## src/rtl/fifo_rr_scheduler.sv

```systemverilog
// Round-robin scheduler for the 4x4 FIFO switch: pops one input FIFO head per cycle,
// pushes it to the output FIFO named by the word's top two bits, and owns the FIFO thresholds.
module fifo_rr_scheduler #(
    parameter int DATA_W   = 10,
    parameter int N        = 4,
    parameter int LIM_W    = 3,
    parameter int LOW_RST  = 1,
    parameter int HIGH_RST = 6
) (
    input  logic                clk,
    input  logic                reset,
    input  logic                init,
    input  logic [LIM_W-1:0]    limit_low_in,
    input  logic [LIM_W-1:0]    limit_high_in,
    input  logic [N-1:0]        in_empty,
    input  logic [N*DATA_W-1:0] in_data,
    input  logic [N-1:0]        out_afull,
    output logic [N-1:0]        pop,
    output logic [N-1:0]        push,
    output logic [DATA_W-1:0]   data_out,
    output logic [LIM_W-1:0]    limit_low,
    output logic [LIM_W-1:0]    limit_high,
    output logic [1:0]          state,
    output logic                idle,
    output logic [7:0]          xfer_cnt
);

    // Handshake: pop[g] and push[dest] are single-cycle strobes issued together;
    // the input FIFO consumes its head on the pop edge, the output FIFO writes
    // data_out on the push edge. There is no ready; out_afull is the only backpressure.

    localparam logic [1:0] ST_RESET  = 2'd0;
    localparam logic [1:0] ST_INIT   = 2'd1;
    localparam logic [1:0] ST_IDLE   = 2'd2;
    localparam logic [1:0] ST_ACTIVE = 2'd3;

    logic [1:0]        state_next;
    logic [1:0]        rr;
    logic [N-1:0]      mask;
    logic [N-1:0]      elig;
    logic [1:0]        dest [N];
    logic              grant_valid;
    logic [1:0]        grant_idx;
    logic [DATA_W-1:0] grant_word;
    logic [1:0]        grant_dest;
    logic [N-1:0]      grant_oh;
    logic [N-1:0]      dest_oh;

    always_comb begin
        for (int i = 0; i < N; i++) begin
            dest[i] = in_data[i*DATA_W+DATA_W-2 +: 2];
            elig[i] = (state == ST_ACTIVE) && !in_empty[i] && !out_afull[dest[i]] && !mask[i];
        end
    end

    // Scan from the farthest offset down so the nearest eligible index after rr wins.
    always_comb begin
        logic [1:0] idx;
        idx         = '0;
        grant_valid = 1'b0;
        grant_idx   = '0;
        for (int k = N-1; k >= 0; k--) begin
            idx = rr + 2'(k);
            if (elig[idx]) begin
                grant_valid = 1'b1;
                grant_idx   = idx;
            end
        end
    end

    always_comb begin
        grant_word = in_data[int'(grant_idx)*DATA_W +: DATA_W];
        grant_dest = grant_word[DATA_W-1 -: 2];
        grant_oh   = N'(1) << grant_idx;
        dest_oh    = N'(1) << grant_dest;
    end

    always_ff @(posedge clk) begin
        if (reset) state <= ST_RESET;
        else       state <= state_next;
    end

    always_comb begin
        state_next = state;
        case (state)
            ST_RESET:  state_next = ST_INIT;
            ST_INIT:   state_next = init ? ST_INIT : ST_IDLE;
            ST_IDLE: begin
                if (init)           state_next = ST_INIT;
                else if (~&in_empty) state_next = ST_ACTIVE;
            end
            ST_ACTIVE: begin
                if (init)                                       state_next = ST_INIT;
                else if (&in_empty && push == '0 && pop == '0) state_next = ST_IDLE;
            end
            default:   state_next = ST_RESET;
        endcase
    end

    always_comb begin
        idle = (state == ST_IDLE) && (push == '0);
    end

    always_ff @(posedge clk) begin
        if (reset) begin
            pop        <= '0;
            push       <= '0;
            mask       <= '0;
            rr         <= '0;
            data_out   <= '0;
            xfer_cnt   <= '0;
            limit_low  <= LIM_W'(LOW_RST);
            limit_high <= LIM_W'(HIGH_RST);
        end else begin
            pop  <= grant_valid ? grant_oh : '0;
            push <= grant_valid ? dest_oh  : '0;
            // The popped FIFO's flags are stale for one cycle, so it sits out the next grant.
            mask <= grant_valid ? grant_oh : '0;
            if (grant_valid) begin
                data_out <= grant_word;
                rr       <= grant_idx + 2'd1;
                xfer_cnt <= xfer_cnt + 8'd1;
            end
            if (state == ST_INIT && limit_low_in < limit_high_in) begin
                limit_low  <= limit_low_in;
                limit_high <= limit_high_in;
            end
        end
    end

endmodule

```

## config.mk

```make
export PLATFORM = sky130hd
export DESIGN_NAME = fifo_rr_scheduler
export DESIGN_NICKNAME = d
export VERILOG_FILES = /design/src/rtl/fifo_rr_scheduler.sv
export SDC_FILE = /design/constraint.sdc
export NUM_CORES = 1
export LEC_CHECK = 0
export CAP_MARGIN = 20
export CORE_MARGIN = 5
export CORE_UTILIZATION = 30
export DETAILED_ROUTE_END_ITERATION = 7
export GPL_ROUTABILITY_DRIVEN = 0
export PLACE_DENSITY = 0.7
export SLEW_MARGIN = 40
export SYNTH_ARGS = -nofsm -noshare
export SYNTH_HDL_FRONTEND = slang
export SYNTH_SLANG_ARGS = --single-unit
```

## constraint.sdc

```tcl
create_clock -name clk -period 3.29 [get_ports clk]
set_input_delay 0.329 -clock clk [delete_from_list [all_inputs] [get_ports clk]]
set_output_delay 0.329 -clock clk [all_outputs]
set_load 0.02 [all_outputs]
```

==> results.toml, run 1 <==
[drt]
firstDrtPassIters = 5
vias = 2168
vias_per_cell = 5.314
routed_wire_length_per_instance_um = 15.22
antenna_nets_post_route = 0
routed_wl_mm = 6.208
drt_first_iter_violations = 195
post-route-drc-count = 0

[placement]
placement.io_buffers = 91
detailedPlacementHpwl_mm = 4.787
dp_slack_ps = 39.05
placed_cell_area_um2 = 3095

[worst_setup_path]
worstSetupPathType = "primary input to register"
worstReg2RegStart = "state[0]"
critical_path.slowest_cell = "sky130_fd_sc_hd__clkdlybuf4s50_1"
r2r_setup_slack_ps = 430
r2r_end = "push[1]"
cp_cell_sequence = "clkdlybuf4s50_1, mux4_2, or4_4, a222oi_1, buf_4, a31oi_1, or4_4, a211oi_2"
path_common_cell = "sky130_fd_sc_hd__or4_4"
arrival_ps = 3170
worstPathMaxFanout = 9
critical_path.max_stage_delay_ps = 550
critPathCaptureType = "register"
reg2regPathDepth = 6
worstSetupStartpointType = "primary input"
worstPathRequired_ps = 3500

[outcome]
run_status = "finished, final reports clean"

[grt]
grt_pass1_vias = 2190
globalRoute.busiestLayer = "met2"
grt_remaining_overflow = 0
grt_max_degree = 18
grt_pass1_wl_mm = 10.11
grt_util_all_layers = 0.1459
met3_usage = 0.03884
grt_use_met2 = 0.2398
antenna_found_initial = 0
grt_util_met1 = 0.1797

[final_layout]
multiInputGateArea_um2 = 1220
share_of_layout_cells_above_drive_strength_1 = 0.1057
syn2layout_area_growth_pct = 59.70
final_design_area_no_fill_um2 = 3183
diodes = 0
mostFrequentLayoutCell = "sky130_fd_sc_hd__clkdlybuf4s50_1"
layout_common_cells = "91 x sky130_fd_sc_hd__clkdlybuf4s50_1, 36 x sky130_fd_sc_hd__dfxtp_1, 24 x sky130_fd_sc_hd__nand2_1"
fillCellCount = 616
footprint_of_the_flip_flops_and_latches_um2 = 720.7
final_net_count = 390

[sta]
tightestPinTransition_ps = 783.3
slew_headroom = 0.4738
fmax_ghz = 0.3374
rsz0062_at_grt = "false"
hold_violations = 0
layout_setup_ws_ps = 325.8
fin_tns_setup_ps = 0
layout_min_cycle_time_ps = 2964
finalMaxSlewViolations = 0
layout_worst_path_cycle_share = 0.9010
finalSetupViolCount = 0
skew_ps = 8.082

[clock_tree]
source_to_sink_clock_delay_at_the_later_pin_of_the_worst_skew_pair_ps = 290
cts.repair_timing.setup_buffer_count = 0
ctsLongestPathBuffers = 2
cts_hold_bufs = 0
ctsHtreeMaxLevel = 2
clk_pin_slew_worst_paths_ps = 80
postCtsResizedCells = 0
cts-root-buf = "sky130_fd_sc_hd__clkbuf_8"
cts_tree = "yes"
clock-sinks = 36
tritoncts.num_buffers = 5

[hold_path]
hold_start = "data_out[0]"
worstHoldPathType = "register to register"
holdPathStages = 2
whs_endpoint = "data_out[0]"

[die]
boundaryPins = 92
placement_rows = 29
design.die.area_um2 = 8374
initial_core_util = 0.3103
design.core.area_um2 = 6422
die_x_um = 91.51
dieHeight_um = 91.51

[pwr]
power_switching_w = 0.0002582
p_leak_nw = 1.238
share_clk_of_total_power = 0.317
sequentialPowerShare = 0.471
switching_share_of_power = 0.2647
power_after_layout_w = 0.0009755
power.combinational.fraction = 0.211
vdd_drop_max_mv = 0.1471
power_density_nw_per_um2 = 306.5
p_int_w = 0.0007173

[synthesis]
ys.warnings.count = 0
postSynthRegisterBits = 36
syn_area_per_cell_um2 = 8.780
synth_fa_ha_area_frac = 0.01883
synthesis.nets = 287
synth_top_family_by_area = "simple AND/OR/NAND/NOR gates"
synthesis.area_um2 = 1993
synth_sequential_area_ratio = 0.3616
ys_types = 41
synthXorXnorAreaFrac = 0.03076
post_syn_instances = 227
synth_compound_gate_area_share = 0.2084
synth_simple_gate_area_frac = 0.2417
synth.area.mux_share = 0.1055

[job]
max_cap_viol_count = 0
worst max-delay path by stage:
stage,start,endpoint,slack (ps)
floorplan,state[0],push[1],450
global placement,in_data[28],push[1],90
detailed placement,in_data[28],push[1],40
CTS,in_data[28],push[1],330
global route,in_data[8],push[1],220
finish,in_data[28],push[1],330
worst max-delay path, delay by kind of cell:
kind / cells / cell delay (ps)
buf+inv: 2 / 760
compound gates: 3 / 640
simple gates: 2 / 880
mux: 1 / 550
stage by stage:
step / instances / utilization / hold WS [ps]
after floorplan: 227 / - / 408.3
after global placement: 400 / 0.4806 / 457.6
after detailed placement: 400 / 0.4820 / 470.9
after CTS: 408 / 0.4956 / 491.3
after global routing: 408 / 0.4956 / 523.1
final: 408 / 0.4956 / 491.7
final cells by class:
class                   instances  area share
clock buffers                   5     0.02162
clock inverters                 3    0.005896
inverters                       8    0.009434
multi-input cells             174      0.3833
flip-flops and latches         36      0.2264
well taps                      77     0.03027
repair buffers                105      0.3231
metal layers:
layer | wire, um | up-vias
met2 | 2766 | 115
met4 | 139 | 0
met1 | 2669 | 972
li1 | - | 1066
met5 | 0 | -
met3 | 632 | 15
cells by family (layout without fill, tap and decap cells):
family          count (synthesis)  after routing
compound gates                 56             56
xor+xnor                        7              7
mux                            16             16
simple gates                   92             92
buf+inv                        17            121
flops                          36             36
fa+ha+maj                       3              3
Yosys cell counts:
master,count,share of area
sky130_fd_sc_hd__a21o_1,1,0.0038
sky130_fd_sc_hd__and3_1,3,0.0094
sky130_fd_sc_hd__or4_1,3,0.011
sky130_fd_sc_hd__nand2_1,24,0.045
sky130_fd_sc_hd__nand2b_1,2,0.0063
sky130_fd_sc_hd__nor4bb_1,1,0.0050
sky130_fd_sc_hd__nor3b_1,1,0.0038
sky130_fd_sc_hd__nor3_1,7,0.018
sky130_fd_sc_hd__nand4bb_1,1,0.0056
sky130_fd_sc_hd__a21oi_1,6,0.015
sky130_fd_sc_hd__buf_2,2,0.0050
sky130_fd_sc_hd__or4_4,2,0.011
sky130_fd_sc_hd__or3_1,4,0.013
sky130_fd_sc_hd__clkbuf_1,7,0.013
sky130_fd_sc_hd__o2111a_1,2,0.011
sky130_fd_sc_hd__mux4_2,4,0.045
sky130_fd_sc_hd__dfxtp_1,36,0.36
sky130_fd_sc_hd__a222oi_1,1,0.0050
sky130_fd_sc_hd__a211oi_1,1,0.0038
sky130_fd_sc_hd__or4b_2,1,0.0050
sky130_fd_sc_hd__nand4_1,4,0.013
sky130_fd_sc_hd__ha_1,3,0.019
sky130_fd_sc_hd__a2bb2oi_1,2,0.0088
sky130_fd_sc_hd__o31ai_1,1,0.0038
sky130_fd_sc_hd__a211o_1,9,0.040
sky130_fd_sc_hd__o211ai_1,12,0.045
sky130_fd_sc_hd__xor2_1,3,0.013
sky130_fd_sc_hd__and4_1,3,0.013
sky130_fd_sc_hd__mux2i_1,12,0.060
sky130_fd_sc_hd__or4bb_1,1,0.0056
sky130_fd_sc_hd__o32ai_2,1,0.0082
sky130_fd_sc_hd__o2111ai_1,2,0.0088
sky130_fd_sc_hd__nor4_1,1,0.0031
sky130_fd_sc_hd__nor2_1,20,0.038
sky130_fd_sc_hd__a211oi_2,2,0.013
sky130_fd_sc_hd__xnor2_1,4,0.018
sky130_fd_sc_hd__o21ai_0,12,0.030
sky130_fd_sc_hd__inv_1,8,0.015
sky130_fd_sc_hd__a31oi_1,4,0.013
sky130_fd_sc_hd__nand3_1,12,0.030
sky130_fd_sc_hd__or2_2,2,0.0063
flip-flops by register name, summed over array words and instances (netlist names):
signal	cells
data_out	10
xfer_cnt	8
mask	4
push	4
limit_high	3
limit_low	3
rr	2
state	2
power groups by stage:
stage               logic (W)  clock network (W)  registers, W
global route         0.000223           0.000339      0.000462
finish               0.000206           0.000309      0.000460
global placement     0.000203                  0      0.000469
CTS                  0.000207           0.000324      0.000460
detailed placement   0.000206                  0      0.000470
floorplan           0.0000725                  0      0.000483
No activity file was read; power rests on OpenSTA's default activity.
==> run 2: changes to the inputs <==
--- a/config.mk
+++ b/config.mk
@@ -8,6 +8,7 @@
 export CAP_MARGIN = 20
 export CORE_MARGIN = 5
 export CORE_UTILIZATION = 30
+export CTS_CLUSTER_SIZE = 25
 export DETAILED_ROUTE_END_ITERATION = 7
 export GPL_ROUTABILITY_DRIVEN = 0
 export PLACE_DENSITY = 0.7
==> results of run 2 <==
No change in the layout: final DEF, timing and power equal those of run 1.
==> run 3: changes to the inputs <==
--- a/config.mk
+++ b/config.mk
@@ -11,7 +11,6 @@
 export CTS_CLUSTER_SIZE = 25
 export DETAILED_ROUTE_END_ITERATION = 7
 export GPL_ROUTABILITY_DRIVEN = 0
-export PLACE_DENSITY = 0.7
 export SLEW_MARGIN = 40
 export SYNTH_ARGS = -nofsm -noshare
 export SYNTH_HDL_FRONTEND = slang
==> results.toml, run 3 (synthesis results as in run 1) <==
[worst_setup_path]
critical_path.max_stage_delay_ps = 530
arrival_ps = 3160
path_common_cell = "sky130_fd_sc_hd__or4_4"
worstSetupPathType = "primary input to register"
critPathCaptureType = "register"
worstPathMaxFanout = 9
worstSetupStartpointType = "primary input"
cp_cell_sequence = "clkdlybuf4s50_1, mux4_2, or4_4, a222oi_1, buf_4, a31oi_1, or4_4, a211oi_2"
critical_path.slowest_cell = "sky130_fd_sc_hd__mux4_2"
worstPathRequired_ps = 3500

[placement]
placedCellCount = 401
placement.io_buffers = 91
dp_slack_ps = 69.17
detailedPlacementHpwl_mm = 5.167

[drt]
routed_wire_length_per_instance_um = 15.73
routed_wl_mm = 6.432
vias = 2132
dr_wl_met3_um = 539
dr_wl_met2_mm = 2.828
vias_per_cell = 5.213
antenna_nets_post_route = 0
top_layer_used = "met4"
drt_first_iter_violations = 82
wl_met1_mm = 3.028
post-route-drc-count = 0
firstDrtPassIters = 4

[sta]
layout_min_cycle_time_ps = 2947
tightestPinTransition_ps = 627.8
layout_worst_path_cycle_share = 0.8956
skew_ps = 5.454
rsz0062_at_grt = "false"
finalSetupViolCount = 0
slew_headroom = 0.5779
finalMaxSlewViolations = 0
fmax_ghz = 0.3394
layout_setup_ws_ps = 343.4
fin_tns_setup_ps = 0
hold_violations = 0

[pwr]
share_clk_of_total_power = 0.370
sequentialPowerShare = 0.436
power_density_nw_per_um2 = 330.5
p_leak_nw = 1.243
vdd_drop_max_mv = 0.1577
p_int_w = 0.0007938
power_switching_w = 0.0002615
switching_share_of_power = 0.2478
power.combinational.fraction = 0.194

[final_layout]
final_net_count = 391
diodes = 0
largest_registers = "data_out x10, xfer_cnt x8"
layout_common_cells = "91 x sky130_fd_sc_hd__clkdlybuf4s50_1, 36 x sky130_fd_sc_hd__dfxtp_1, 24 x sky130_fd_sc_hd__nand2_1"
footprint_of_the_flip_flops_and_latches_um2 = 720.7
fin_util = 0.4972
mostFrequentLayoutCell = "sky130_fd_sc_hd__clkdlybuf4s50_1"
top_register = "data_out"
share_of_layout_cells_above_drive_strength_1 = 0.1084
largest_register_ffs = 10
syn2layout_area_growth_pct = 60.20
fillCellCount = 608
finalNonFillerCells = 409
multiInputGateArea_um2 = 1211

[clock_tree]
cts_tree = "yes"
cts_hold_bufs = 0
clock-sinks = 36
cts-root-buf = "sky130_fd_sc_hd__clkbuf_8"
clk_pin_slew_worst_paths_ps = 80
source_to_sink_clock_delay_at_the_later_pin_of_the_worst_skew_pair_ps = 290
tritoncts.num_buffers = 5
cts.repair_timing.setup_buffer_count = 0
postCtsResizedCells = 0
ctsLongestPathBuffers = 2
ctsHtreeMaxLevel = 2

[die]
placement_rows = 29
boundaryPins = 92
dieHeight_um = 91.51
die_x_um = 91.51
design.die.area_um2 = 8374
initial_core_util = 0.3103
design.core.area_um2 = 6422

[job]
max_cap_viol_count = 0

[outcome]
run_status = "finished, final reports clean"

[grt]
grt_remaining_overflow = 0
antenna_found_initial = 0
grt_pass1_vias = 2147
grt_pass1_wl_mm = 10.61
grt_max_degree = 18
grt_util_all_layers = 0.1524

[hold_path]
worstHoldPathType = "register to register"
-- run 3: area by class of cell --
| cell class | instances | area share |
|---|---|---|
| inverter | 8 | 0.009404 |
| timing repair buffer | 106 | 0.3205 |
| tap | 77 | 0.03017 |
| multi-input combinational | 174 | 0.3793 |
| sequential | 36 | 0.2257 |
| clock inverter | 3 | 0.01332 |
| clock buffer | 5 | 0.02155 |
-- run 3: worst max-delay path, delay by kind of cell --
kind	cells	cell delay (ps)
muxes	1	530
AOI/OAI and AO/OA	3	680
buffers and inverters	2	730
and+or+nand+nor	2	890
-- run 3: per-stage QoR --
step | instance area (um^2) | hold slack, ps | power, W
floorplan | 1993 | 408.3 | 0.0005553
global placement | 3077 | 466.2 | 0.0006741
detailed placement | 3077 | 471.2 | 0.0006749
CTS | 3188 | 488.5 | 0.001068
global route | 3193 | 521.9 | 0.001102
finish | 3193 | 486.8 | 0.001055
-- run 3: power groups by stage --
| stage | sequential, W | combinational (W) | clock, W |
|---|---|---|---|
| after floorplan | 0.000483 | 0.0000725 | 0 |
| after global placement | 0.000470 | 0.000204 | 0 |
| after detailed placement | 0.000470 | 0.000205 | 0 |
| after CTS | 0.000460 | 0.000206 | 0.000402 |
| after global routing | 0.000462 | 0.000222 | 0.000419 |
| final | 0.000460 | 0.000205 | 0.000391 |
-- run 3: layer usage --
metal | vias up | track usage
li1 | 1064 | -
met1 | 984 | 0.1981
met2 | 79 | 0.2447
met3 | 5 | 0.05289
met4 | 0 | 0.03141
met5 | - | 0
-- run 3: worst paths after layout --
path	cells past startpoint	end	from	slack, ps
max	8	push[1]	in_data[28]	340
max reg2reg	6	push[1]	state[0]	530
min	2	data_out[7]	data_out[7]	490
min reg2reg	2	data_out[7]	data_out[7]	490
==> RTL edit 1, RTL diff (config.mk and constraints of run 3) <==
Make the reset (`reset`) asynchronous in 2 clocked blocks.
--- a/src/rtl/fifo_rr_scheduler.sv
+++ b/src/rtl/fifo_rr_scheduler.sv
@@ -75,7 +75,7 @@
         dest_oh    = N'(1) << grant_dest;
     end
 
-    always_ff @(posedge clk) begin
+    always_ff @(posedge clk or posedge reset) begin
         if (reset) state <= ST_RESET;
         else       state <= state_next;
     end
@@ -101,7 +101,7 @@
         idle = (state == ST_IDLE) && (push == '0);
     end
 
-    always_ff @(posedge clk) begin
+    always_ff @(posedge clk or posedge reset) begin
         if (reset) begin
             pop        <= '0;
             push       <= '0;
Formal check against the unedited RTL: differs if reset is asserted again (counterexample within 4 cycles, from zero or initial values and one cycle with reset high); with reset held inactive, the same outputs for 10 cycles.
==> RTL edit 1 against run 3 <==
Worst setup slack got worse by 0.0041 ns. First-iteration DRC count decreased by 16%. Global-route usage shrank 0.38 points. Register-to-register slack gained 0.19 ns. Count of clock-buffer cells in the layout is 1 higher. Clock skew is 0.0011 ns lower. Via count shrank 5.6%. Synthesized area is 6.3% higher. Final area rose by 3.6%. Wire length shrank 3.2%. Sequential cell count unchanged. Critical path type unchanged.
Power is not compared: it rests on default switching activity, and its combinational part moved more than twofold at a synthesized area within 25%.
==> RTL edit 1: results (changes against run 3) <==
placed_cell_area_sq_mm: 0.003211  # was 0.003077 sq mm
r2r-start: "state[1]"  # was state[0]
grt_pass1_vias: 2084  # was 2,147
clkbuf_count: 6  # was 5
synth_top_cell_area_share_pct: 38.98  # was 36.16%
grt_max_degree: 37  # was 18
fin_cells: 403  # was 409
area_share_nonclk_buffers_pct: 31.18  # was 32.05%
netlist_top_cells_area: "dfrtp_1 39%, a211oi_1 5.0%, mux4_2 4.3%"  # was dfxtp_1 36%, mux2i_1 6.0%, mux4_2 4.5%
outcome: "finished clean"  # unchanged
final_nets: 368  # was 391
yosys-top-cells-count: "33 x dfrtp_1, 20 x nor2_1, 15 x nand2_1, 14 x a211oi_1, 9 x o21ai_0"  # was 36 x dfxtp_1, 24 x nand2_1, 20 x nor2_1
grt.total_usage_pct: 14.86  # was 15.24%
crit_arrival_ns: 3.10  # was 3.16 ns
vias: 2012  # was 2,132
synth-xor-area-share_pct: 2.894  # was 3.076%
multi_input_area_share_pct: 34.01  # was 37.93%
synth_mux_area_share_pct: 9.687  # was 10.55%
ys_seq_area_share_pct: 42.71  # was 36.16%
grt_pass1_wl_mm: 10.42  # was 10.61 mm
hpwl_mm: 4.907  # was 5.167 mm
multi_input_comb_cells: 148  # was 174
die_w_microns: 94.03  # was 91.51 microns
nFillCells: 685  # was 608
buffers: 107  # was 106
synth_compound_area_share_pct: 19.49  # was 20.84%
routed_wl_mm: 6.228  # was 6.432 mm
synth_top_flop_cell: "dfrtp_1"  # was dfxtp_1
min_path_type: "input pin to async pin"  # was register to register
## RTL edit 1: cell count changes after synthesis, sizes merged, moves of 6 or more
cell / delta
dfxtp: -36
dfrtp: +33
a211oi: +12
o211ai: -11
nand2: -9
a211o: -8
o31a: +7
nand3: -6
## RTL edit 1: kinds of logic (layout without fill, tap and decap cells)
logic type | after synthesis | count (layout)
flip-flops | 36 | 36
AND/OR/NAND/NOR | 70 | 70
XOR/XNOR | 7 | 7
adder cells (fa/ha/maj) | 5 | 5
AO/OA/AOI/OAI | 51 | 51
buffers and inverters | 17 | 123
multiplexers | 15 | 15
## RTL edit 1: worst register-to-register path, cell delays in order (launching register included)
cell and delay [ns]:
dfrtp_1 0.51, nand2_1 0.14, or4_4 0.52, a221o_1 0.39, nor3_4 0.27, buf_4 0.20, and3_1 0.29, o21ai_0 0.13
## RTL edit 1: power breakdown
| part | leakage, nW | internal [W] | switching (W) |
|---|---|---|---|
| registers | 0.437 | 0.000588 | 0.000116 |
| logic | 0.840 | 0.000462 | 0.000442 |
| clock network | 0.0516 | 0.000171 | 0.000173 |
## RTL edit 1: per-layer routing
layer	global-route usage (%)	vias to the layer above	wire length, microns
met5	0	-	0
met4	4.813	0	80
met3	4.407	7	514
met2	22.41	83	2711
met1	20.32	938	2921
li1	-	984	-
## RTL edit 1: final timing paths
kind | endpoint | cells after the start | slack [ns]
setup reg to reg | data_out[8] | 7 | 0.72
min in group clk | limit_high[1] | 2 | 0.48
hold / removal | xfer_cnt[5] | 3 | 0.44
hold reg to reg | limit_high[1] | 2 | 0.48
setup / recovery | data_out[8] | 8 | 0.34
max in group asynchronous | limit_high[2] | 3 | 2.51
==> RTL edit 2, RTL diff (settings of run 3) <==
Made on the original files. `LIM_W`: 3 -> 5.
--- a/src/rtl/fifo_rr_scheduler.sv
+++ b/src/rtl/fifo_rr_scheduler.sv
@@ -3,7 +3,7 @@
 module fifo_rr_scheduler #(
     parameter int DATA_W   = 10,
     parameter int N        = 4,
-    parameter int LIM_W    = 3,
+    parameter int LIM_W    = 5,
     parameter int LOW_RST  = 1,
     parameter int HIGH_RST = 6
 ) (
Interface: changed (resized limit_high, limit_high_in, limit_low and limit_low_in); port bits go from 92 to 100. No check against the original RTL was run, so the function may have changed too.
==> RTL edit 2 against run 3 <==
Wire length decreased by 10%. Utilization decreased by 0.13 points. Synthesized area increased by 8.0%. Total power increased by 9.4%. Final area increased by 7.2%. Clock skew increased by 0.0024 ns. Clock power increased by 2%. Sequential cell count increased by 4. Worst setup slack got worse by 0.0087 ns. Critical path depth unchanged. Fmax decreased by 0.30%. Non-clock buffer count increased by 3. Critical path type unchanged. Critical endpoint unchanged.
==> RTL edit 2: results (changes against run 3) <==
critPathLaunch: "in_data[38]"  # was in_data[28]
finalClockSkew_ns: 0.007902  # was 0.005454 ns
outcome: "finished clean"  # unchanged
grt_max_degree: 19  # was 18
tns_ns: 0  # unchanged
h-tree-depth: 2  # unchanged
yosys-top-cells-count: "40 x dfxtp_1, 27 x nand2_1, 26 x nor2_1, 15 x mux2i_1"  # was 36 x dfxtp_1, 24 x nand2_1, 20 x nor2_1
viasPerCell: 4.551  # was 5.213
pre_cts_ws_ns: -0.0008351  # was 0.06917 ns
antenna_found_initial: 0  # unchanged
numPlacedInstances: 415  # was 401
drive_above_1_share_pct: 12.23  # was 10.84%
r2r_setup_slack_ns: 0.86  # was 0.53 ns
portBuffers: 99  # was 91
grt_pass1_vias: 1947  # was 2,147
p_leak_nw: 1.426  # was 1.243 nW
max_slew_margin_pct: 58.90  # was 57.79%
grt_pass1_wl_mm: 9.204  # was 10.61 mm
crit_arrival_ns: 3.14  # was 3.16 ns
cts_buffers: 5  # unchanged
reg2reg_depth: 7  # was 6
fin_ws_ns: 0.3347  # was 0.3434 ns
final_nets: 392  # was 391
grt.total_usage_pct: 12.98  # was 15.24%
min_path_type: "register to register"  # unchanged
syn-num-nets: 284  # was 287
routed_wl_mm: 5.771  # was 6.432 mm
ir_worst_vdd_mv: 0.1412  # was 0.1577 mV
drt_iter0_drc: 54  # was 82
hpwl_mm: 4.658  # was 5.167 mm
ys_seq_area_share_pct: 37.19  # was 36.16%
netlist_top_cells_area: "dfxtp_1 37%, mux2i_1 7.0%, mux2_4 5.6%"  # was dfxtp_1 36%, mux2i_1 6.0%, mux4_2 4.5%
netlist_instances: 218  # was 227
crit_fanout: 8  # was 9
wl_per_cell_microns: 13.64  # was 15.73 microns
clk_root_buffer_cell: "clkbuf_8"  # unchanged
synth_edf_count: 0  # unchanged
r2r-start: "state[0]"  # unchanged
clk_path_buf_depth: 2  # unchanged
synth_cell_type_count: 46  # was 41
cp_slowest_cell: "nor4_1"  # was mux4_2
-- RTL edit 2: cell count changes after synthesis, sizes merged, moves of 5 or more --
cell | run 3 | this run
nor2 | 20 | 26
and2 | 0 | 5
nor4 | 1 | 6
a211o | 9 | 1
o211ai | 12 | 2
nand3 | 12 | 2
mux2 | 0 | 18
a22oi | 0 | 10
o21ai | 12 | 3
-- RTL edit 2: worst min-delay path by stage --
stage / start / cells after the start / end / slack [ns]
final: data_out[6] / 2 / data_out[6] / 0.44
after global routing: data_out[7] / 2 / data_out[7] / 0.46
after CTS: data_out[6] / 2 / data_out[6] / 0.44
after detailed placement: data_out[6] / 2 / data_out[6] / 0.43
after global placement: data_out[4] / 2 / data_out[4] / 0.42
after floorplan: init / 1 / state[1] / 0.41
-- RTL edit 2: cells by family after synthesis --
logic type               after synthesis  synth area share, %
AO/OA/AOI/OAI                         25                8.715
multiplexers                          37                21.96
buffers and inverters                 14                3.544
AND/OR/NAND/NOR                       89                22.43
XOR/XNOR                               8                3.254
adder cells (fa/ha/maj)                5                2.905
flip-flops                            40                37.19
-- RTL edit 2: worst min-delay path, stage by stage, from the launching register on --
cell and delay [ns]:
dfxtp_1 0.31, nand2_1 0.05, nand2_1 0.04
-- RTL edit 2: layout make-up --
type	count	area [sq um]
clock inverter	3	42.54
sequential	40	800.8
fill	680	3482
inverter	6	22.52
clock buffer	5	68.82
timing repair buffer	109	1079
multi-input combinational	164	1291
tap	96	120.1
-- RTL edit 2: routing by layer --
layer / GRT usage, % / up-vias / share of wire (%)
li1: - / 999 / -
met1: 15.25 / 848 / 42
met2: 21.43 / 71 / 46
met3: 5.817 / 7 / 10
met4: 3.486 / 0 / 1.3
met5: 0 / - / 0
-- RTL edit 2: through the flow --
step | cell area (sq um) | hold slack [ns]
2_1_floorplan | 2153 | 0.4058
3_3_place_gp | 3304 | 0.4239
3_5_place_dp | 3313 | 0.4284
4_1_cts | 3425 | 0.4406
5_1_grt | 3425 | 0.4645
6_report | 3425 | 0.4359
-- RTL edit 2: where the power goes --
part | leakage [nW] | total, W | switching [W] | internal (W)
registers | 0.325 | 0.000513 | 0.0000114 | 0.000502
clock network | 0.0541 | 0.000400 | 0.000175 | 0.000225
logic | 1.05 | 0.000241 | 0.0000970 | 0.000144
total | 1.43 | 0.00115 | 0.000284 | 0.000871
